[src/rtl/rf_write_arbiter.sv]
// Arbitrates the register-file write port between the ALU and load writeback paths.
// Optional ALU anti-starvation guard enabled by defining RF_WARB_STARVE_GUARD_EN.
module rf_write_arbiter #(
  parameter int unsigned STARVE_LIMIT = 3
) (
  input  logic        clk,
  input  logic        rst,
  input  logic        alu_valid,
  output logic        alu_ready,
  input  logic [4:0]  alu_rd,
  input  logic [31:0] alu_data,
  input  logic        ld_valid,
  output logic        ld_ready,
  input  logic [4:0]  ld_rd,
  input  logic [31:0] ld_data,
  output logic        reg_write,
  output logic [4:0]  rd,
  output logic [31:0] write_data,
  output logic        wr_src
);

  if (STARVE_LIMIT < 1 || STARVE_LIMIT > 15) begin : g_bad_limit
    $error("STARVE_LIMIT must be within 1..15");
  end

  logic alu_grant;
  logic ld_grant;

`ifdef RF_WARB_STARVE_GUARD_EN
  localparam logic [3:0] Limit = 4'(STARVE_LIMIT);

  logic [3:0] starve_d, starve_q;
  logic       guard;

  // Once the ALU has lost Limit times in a row it takes the port ahead of the load.
  assign guard = alu_valid && (starve_q == Limit);

  always_comb begin
    ld_grant  = ld_valid && !guard;
    alu_grant = alu_valid && (!ld_valid || guard);
    starve_d  = starve_q;
    if (!alu_valid || alu_grant) begin
      starve_d = 4'd0;
    end else if (ld_grant && (starve_q != Limit)) begin
      starve_d = starve_q + 4'd1;
    end
  end

  always_ff @(posedge clk or posedge rst) begin
    if (rst) begin
      starve_q <= 4'd0;
    end else begin
      starve_q <= starve_d;
    end
  end
`else
  always_comb begin
    ld_grant  = ld_valid;
    alu_grant = alu_valid && !ld_valid;
  end
`endif

  assign alu_ready = alu_grant && !rst;
  assign ld_ready  = ld_grant && !rst;

  logic        reg_write_d, reg_write_q;
  logic [4:0]  rd_d, rd_q;
  logic [31:0] data_d, data_q;
  logic        src_d, src_q;

  always_comb begin
    rd_d        = rd_q;
    data_d      = data_q;
    src_d       = src_q;
    reg_write_d = 1'b0;
    if (ld_grant) begin
      rd_d   = ld_rd;
      data_d = ld_data;
      src_d  = 1'b1;
    end else if (alu_grant) begin
      rd_d   = alu_rd;
      data_d = alu_data;
      src_d  = 1'b0;
    end
    // Writes to x0 are accepted but never reach the register file.
    if (ld_grant || alu_grant) begin
      reg_write_d = (rd_d != 5'd0);
    end
  end

  always_ff @(posedge clk or posedge rst) begin
    if (rst) begin
      reg_write_q <= 1'b0;
      rd_q        <= 5'd0;
      data_q      <= 32'd0;
      src_q       <= 1'b0;
    end else begin
      reg_write_q <= reg_write_d;
      rd_q        <= rd_d;
      data_q      <= data_d;
      src_q       <= src_d;
    end
  end

  assign reg_write  = reg_write_q;
  assign rd         = rd_q;
  assign write_data = data_q;
  assign wr_src     = src_q;

endmodule

[config.mk]
export PLATFORM = sky130hd
export DESIGN_NAME = rf_write_arbiter
export DESIGN_NICKNAME = d
export VERILOG_FILES = /design/src/rtl/rf_write_arbiter.sv
export SDC_FILE = /design/constraint.sdc
export NUM_CORES = 1
export LEC_CHECK = 0
export BUFFER_PORTS_ARGS = -buffer_cell sky130_fd_sc_hd__buf_2
export CORE_UTILIZATION = 44
export DETAILED_ROUTE_END_ITERATION = 10
export HOLD_SLACK_MARGIN = 0.03
export PLACE_DENSITY = 0.84
export SLEW_MARGIN = 20
export SYNTH_ARGS = -nofsm -noshare
export SYNTH_HDL_FRONTEND = slang
export SYNTH_SLANG_ARGS = --single-unit
[constraint.sdc]
create_clock -name clk -period 3 [get_ports clk]
set_clock_uncertainty 0.05 [all_clocks]
set_input_delay 0.45 -clock clk [delete_from_list [all_inputs] [get_ports clk]]
set_output_delay 0.45 -clock clk [all_outputs]
set_load 0.005 [all_outputs]
# Word level (Yosys, flattened, before mapping)
# Cells that the tools add are included.
[totals]
regBits = 39
in_bits = 78
output_inout_bits = 41
[classes]
mux = 7
n_reduce_logical = 8
[op_table]
columns = ["operator", "count"]
rows = [
  ["2-to-1 mux 32 bit", 2],
  ["2-to-1 mux 5 bit", 2],
  ["nonzero test 5 bit", 1],
  ["logical AND 1 bit", 3],
  ["2-to-1 mux 1 bit", 3],
  ["logical NOT 1 bit", 2],
  ["nonzero test 2 bit", 1],
  ["logical OR 1 bit", 1],
]

# Logic depth before layout (Yosys ltp)
# Gate-level depths: netlist of run 1.
[logic_depth]
depth_word = 6
ltp_mapped = 5

# Worst setup path before layout of run 1
# Ideal clock, no wire load.
[synth_timing]
path_type = "input port to output port"
start = "input alu_valid"
end = "output alu_ready"
t_arrival_ns = 1.100
slack_ns = 1.400
stages = 4
n_path_buf = 2
cell_sequence = "buf_6 > buf_2 > inv_1 > nor3_1"
[synth_between]
elab_chain_len = 2
[synth_rtl]
columns = ["item", "line", "text"]
rows = [
  ["start, declared", "8", "input logic alu_valid,"],
  ["logical AND 1 bit", "59", "alu_grant = alu_valid && !ld_valid;"],
  ["logical AND 1 bit", "63", "assign alu_ready = alu_grant && !rst;"],
  ["end, declared", "9", "output logic alu_ready,"],
]
# No other way between the ends.

# Final worst setup path of run 1
[layout_timing]
start = "input ld_valid"
end = "output ld_ready"
[layout_between]
elab_chain_len = 1
[layout_rtl]
columns = ["item", "line", "text"]
rows = [
  ["start, declared", "12", "input logic ld_valid,"],
  ["logical AND 1 bit", "64", "assign ld_ready = ld_grant && !rst;"],
  ["end, declared", "13", "output logic ld_ready,"],
]
# No other way between the ends.

==> results of run 1 <==
==> cells in the final DEF (no fill, tap or decap), types with 2 or more instances in the layout <==
cell | Yosys | final
buf_2 | 5 | 118
dfrtp_1 | 39 | 39
mux2i_1 | 37 | 37
nand2_1 | 37 | 37
o21ai_0 | 21 | 21
o21ai_1 | 16 | 16
clkbuf_8 | 0 | 5
buf_4 | 0 | 3
inv_1 | 2 | 2
==> worst max-delay path by stage <==
stage / start / end
CTS: ld_valid / ld_ready
global route: ld_valid / ld_ready
floorplan: alu_valid / alu_ready
global placement: alu_valid / reg_write$_DFF_PP0_
detailed placement: alu_valid / reg_write$_DFF_PP0_
finish: ld_valid / ld_ready
==> stage by stage <==
stage          hold slack [ps]  cell area [sq um]  util, %
2_1_floorplan              427               1770        -
3_3_place_gp               428               2390     63.3
3_5_place_dp               420               2390     63.3
4_1_cts                    258               2460     65.2
5_1_grt                    275               2460     65.2
6_report                   237               2460     65.2
==> registers in the layout (all words and copies together) (netlist names) <==
name	flops
reg_write	1
write_data	32
wr_src	1
rd	5
==> where the power goes <==
part	internal, W	switching (W)
Clock	0.000155	0.000157
Combinational	0.000114	0.000104
Sequential	0.000574	0.0000238
==> critical path, stage by stage <==
cell     delay (ps)
buf_2           420
buf_4           430
nor2b_1         170
buf_2           110
==> routing by layer <==
metal  vias up  wire length (um)  global-route usage, %
li1        806                 -                      -
met1       711              1690                   25.1
met2        69              1950                   34.4
met3         2               328                   6.94
met4         0                17                   4.89
met5         -                 0                      0
==> cells by family (layout without fill, tap and decap cells) <==
logic type	after synthesis	count (layout)	share of synthesized area [%]
simple gates	40	40	8.90
compound gates	39	39	11.4
flops	39	39	55.1
mux	37	37	20.9
buf+inv	14	129	3.74
==> Yosys cell counts <==
cell and n:
a21o_1 1, o21ai_1 16, buf_1 2, buf_2 5
clkbuf_1 4, dfrtp_1 39, inv_1 2, nand2_1 37
o22a_1 1, nor3_1 1, mux2i_1 37, nor2b_1 1
or4_1 1, o21ai_0 21, buf_6 1
==> layout make-up <==
class	count	area (sq um)
Fill cell	317	1310
Sequential cell	39	976
Multi-Input combinational cell	116	729
Timing Repair Buffer	121	613
Clock buffer	6	72.6
Tap cell	48	60.1
Inverter	2	7.51
==> results.md, run 1 <==
## Outcome
• finished clean — run status

## Critical path
• 4 — Worst Reg2Reg Path Length in Cells
• primary output — Worst setup EP type
• 1520 ps — setup slack, reg-to-reg
• reg_write$_DFF_PP0_ — reg-to-reg endpoint
• primary input — category of the worst setup path launch point
• 42 — largest fanout of any net on the critical path
• in2out — critical path start-end classification
• 1600 ps — data arrival time of the critical path
• rd[2]$_DFF_PP0_ — Crit Reg-Reg Startpoint
• 2500 ps — WP data required

## Logic synthesis
• 0 — synth warn
• 39 — post-synthesis register bit count
• dfrtp_1 — top cell type by total area after synthesis
• 169 — Gate Count Post-Synth
• 1770 sq um — post-synthesis instance area
• 55.1% — proportion of synthesized chip area in sequential cells
• 10.5 sq um — Post-Syn Area per Cell
• dfrtp_1 55%, mux2i_1 21%, nand2_1 7.8% — Synth area leaders
• 15 — Netlist cell types
• 55.1% — area share of the leading cell type in the synthesized netlist
• 247 — post-synthesis net count

## STA
• 70.1% — part of the cycle the worst path needs
• false — setup repair after global routing missed its margin
• 896 ps — final setup slack of the worst path
• 2100 ps — clock period minus worst slack
• 0 — Pins Over Slew Limit
• 0 ps — sum of negative setup slack
• 62.8% — worst max-slew margin expressed relative to the limit
• 0 — final count of negative-setup-slack endpoints
• 0 — number of endpoints with negative hold slack in the final report
• 0.475 GHz — Max Clk Rate
• 557 ps — Worst Tran Pin Value

## Floorplan
• 47.0% — effective utilization at floorplan
• 65.5 um — die boundary height
• 22 — std cell rows
• 119 — Ports
• 3770 sq um — core area
• 65.5 um — chip width
• 4280 sq um — die outline area

## Run
• 0 — Max Cap Violations

## Route
• 4.78 — DR vias/cell
• 4 — Detailed Routing Iterations Pass 1
• 3.99 mm — final routed wirelength across all metal layers
• 72 — initial DRC count
• 1,588 — detailed-route via count
• 0 — count of antenna-violating nets left after detailed routing
• 12.0 um — detailed-route wire length per cell
• 0 — DR DRC count

## Global route
• 20.4% — total global-route track usage
• 0 — grt ovf
• 1,467 — vias in the first global route
• 6.55 mm — wire length of the first global-routing pass
• 43 — pin count of the biggest net entering global routing
• 0 — number of antenna violations at the first check in global routing

## Clocking
• 70 ps — clock-pin slew on the worst setup and hold paths
• 0 — Post-CTS Hold Buffers
• built — CTS tree
• 2 — # H-tree levels
• 0 — post-CTS setup buffer count
• 39 — number of clock sinks
• 280 ps — insertion delay of the later-clocked pin in the worst-skew pair
• 2 — Clock Path Buffers
• clkbuf_8 — Clock Tree Root
• 5 — number of buffers created by CTS
• 0 — count of instances resized after the clock tree is built

## Power and ir drop
• 459 nW/um^2 — total power density per cell area
• 0.00113 W — sum of internal, switching and leakage power
• 226 uV — worst IR drop on VDD
• 1.36 nW — Leak

## Placement
• 853 ps — worst slack at placement
• 118 — count of input and output buffers
• 326 — total placed cells including tap cells
• 0.785 — final weighted congestion in routability-driven placement
• 3.02 mm — dpl hpwl

## Finish
• 38.8% — Synth-to-Final Area Change
• 363 — number of nets in the finished design
• 0 — Diodes inserted
• 332 — number of non-filler instances in the completed layout
• 44.4% — share of layout cells above drive strength 1

## Hold path
• in2async — worst hold path type

(Power assumes the default switching activity.)
==> run 2, diff against run 1 <==
CORE_UTILIZATION = 41   (was 44)
PLACE_DENSITY = 0.79   (was 0.84)
clock period = 2.2 ns   (was 3 ns; I/O delays follow)
==> run 2 against run 1 <==
  * Critical path depth is the same
  * Design area rose by 3.4%
  * Sequential power is 36% higher
  * Non-clock buffer count up 3
  * Critical endpoint is now reg_write$_DFF_PP0_
  * Largest cell class unchanged
==> results.md, run 2 (synthesis results as in run 1) <==
## Outcome
• finished clean — run status

## Finish
• 0 — Diodes inserted, unchanged
• buf_2 — most common cell after layout, fill and taps aside
• 32 — flip-flop count of the largest register, all copies and words added, unchanged
• 118 x buf_2, 39 x dfrtp_1, 37 x mux2i_1, 37 x nand2_1, 21 x o21ai_0 — top library cells by usage in the layout, fill and taps aside
• 2540 sq um — Post-Layout Inst Area, +3.4%
• 359 — final-layout fill cell count, +13%
• 339 — number of non-filler instances in the completed layout, +2.1%
• 45.7% — share of layout cells above drive strength 1, +1.3 points
• 43.4% — Synth-to-Final Area Change
• 62.2% — fraction of the core area covered by cells at the end of the flow, -3.0 points
• 366 — number of nets in the finished design, +0.83%

## STA
• 0 — final count of negative-setup-slack endpoints, unchanged
• false — setup repair after global routing missed its margin
• 69.3% — part of the cycle the worst path needs
• 52.9% — worst max-slew margin expressed relative to the limit, -9.9 points
• 0 ps — sum of negative setup slack, unchanged
• 1530 ps — clock period minus worst slack
• 0.656 GHz — Max Clk Rate
• 0 — Pins Over Slew Limit, unchanged
• 705 ps — Worst Tran Pin Value, +148 ps
• 0 — number of endpoints with negative hold slack in the final report, unchanged

## Route
• 4.72 — DR vias/cell, -1.3%
• 0 — DR DRC count, unchanged
• 4.20 mm — final routed wirelength across all metal layers, +5.3%
• 79 — initial DRC count, +9.7%
• 0 — count of antenna-violating nets left after detailed routing, unchanged
• 1,601 — detailed-route via count, +0.82%
• 4 — Detailed Routing Iterations Pass 1, unchanged
• 12.4 um — detailed-route wire length per cell, +3.1%

## Power and ir drop
• 372 uV — worst IR drop on VDD, +65%
• 1.41 nW — Leak, +3.2%
• 35.0% — part of the total power dissipated in the clock network, +7.3 points
• 0.00131 W — internal power summed over all cells, +55%
• 17.7% — relative contribution of combinational cells to total power, -1.7 points
• 0.000412 W — net switching power, +45%
• 47.3% — part of the power in registers, -5.7 points
• 678 nW/um^2 — total power density per cell area, +48%
• 0.00172 W — sum of internal, switching and leakage power, +53%
• 23.9% — Switching Share, -1.4 points

## Clocking
• 280 ps — insertion delay of the later-clocked pin in the worst-skew pair, about the same
• 2 — Clock Path Buffers, unchanged
• 5 — number of buffers created by CTS, unchanged
• clkbuf_8 — Clock Tree Root
• 0 — Post-CTS Hold Buffers, unchanged
• 70 ps — clock-pin slew on the worst setup and hold paths, about the same
• 0 — count of instances resized after the clock tree is built, unchanged
• 2 — # H-tree levels, unchanged
• 39 — number of clock sinks, unchanged
• built — CTS tree
• 0 — post-CTS setup buffer count, unchanged

## Floorplan
• 67.7 um — die boundary height, +3.5%
• 67.7 um — chip width, +3.5%
• 23 — std cell rows, +4.5%
• 119 — Ports, unchanged
• 4090 sq um — core area, +8.4%
• 43.4% — effective utilization at floorplan, -3.6 points
• 4590 sq um — die outline area, +7.1%

## Placement
• 3.21 mm — dpl hpwl, +6.3%
• 0.803 — final weighted congestion in routability-driven placement, +2.3%
• 331 — total placed cells including tap cells, +1.5%
• 118 — count of input and output buffers, unchanged
• 2420 sq um — cell area after placement, +1.6%

## Global route
• 1,413 — vias in the first global route, -3.7%
• 0 — grt ovf, unchanged
• 45 — pin count of the biggest net entering global routing, +4.7%
• 0 — number of antenna violations at the first check in global routing, unchanged
• 19.0% — total global-route track usage, -1.4 points
• 6.29 mm — wire length of the first global-routing pass, -3.9%

## Run
• 0 — Max Cap Violations, unchanged

## Critical path
• reg2reg — critical path start-end classification
• 2320 ps — WP data required, -180 ps
• or4_1 — master of the slowest instance on the critical path
• 1650 ps — data arrival time of the critical path, +50 ps
• flop — Worst setup EP type
• simple AND/OR/NAND/NOR gates — cell family with the largest share of critical-path delay
• 2 — largest fanout of any net on the critical path, -95%
• flop — category of the worst setup path launch point
• 540 ps — Slowest Stage Delay on Critical Path, +110 ps
• mux2i_1 > o21ai_0 > or4_1 > o22a_1 — CP cell instances
• 0 — number of buffers and inverters on the critical path, -3

## Hold path
• in2async — worst hold path type

==> run 2: cell count changes in the layout (fill, tap and decap cells not counted) <==
| cell | previous run | this run |
|---|---|---|
| buf_4 | 3 | 5 |
| buf_12 | 0 | 1 |
| bufinv_16 | 0 | 1 |
| clkbuf_1 | 1 | 0 |
| clkbuf_8 | 5 | 6 |
| clkinv_2 | 0 | 1 |
==> run 2: layout make-up <==
class                           count  area, sq um  area share, %
Sequential cell                    39          976           38.4
Clock buffer                        6         82.6           3.25
Inverter                            2         7.51          0.295
Tap cell                           50         62.6           2.46
Multi-Input combinational cell    116          729           28.7
Timing Repair Buffer              124          648           25.5
Clock inverter                      2         35.0           1.38
==> run 2: path summary, 6_finish.rpt <==
kind	from	to	slack [ps]	cells past startpoint
max in group asynchronous	rst	write_data[17]$_DFFE_PP0P_	1420	3
worst max-delay path	rd[2]$_DFF_PP0_	reg_write$_DFF_PP0_	670	4
worst min register to register	wr_src$_DFFE_PP0P_	wr_src$_DFFE_PP0P_	430	1
worst max register to register	rd[2]$_DFF_PP0_	reg_write$_DFF_PP0_	670	4
worst min-delay path	rst	write_data[0]$_DFFE_PP0P_	130	2
min in group clk	ld_data[9]	write_data[9]$_DFFE_PP0P_	200	3
==> run 2: power groups by stage <==
stage | clock [W] | combinational (W) | sequential [W]
finish | 0.000602 | 0.000305 | 0.000815
floorplan | 0 | 0.000135 | 0.000834
global route | 0.000654 | 0.000346 | 0.000823
global placement | 0 | 0.000304 | 0.000826
detailed placement | 0 | 0.000310 | 0.000828
CTS | 0.000620 | 0.000310 | 0.000816
==> run 2: layer usage <==
| layer | vias to the layer above | GRT usage [%] | wire, um |
|---|---|---|---|
| met4 | 0 | 6.91 | 50 |
| met3 | 7 | 6.59 | 351 |
| met2 | 73 | 32.5 | 2000 |
| li1 | 816 | - | - |
| met5 | - | 0 | 0 |
| met1 | 705 | 21.6 | 1800 |
==> run 2: through the flow <==
stage                     worst slack [ps]  hold WS (ps)
after floorplan                        722           385
after global placement                 426           410
after detailed placement               378           418
after CTS                              669           145
after global routing                   550           176
final                                  675           129
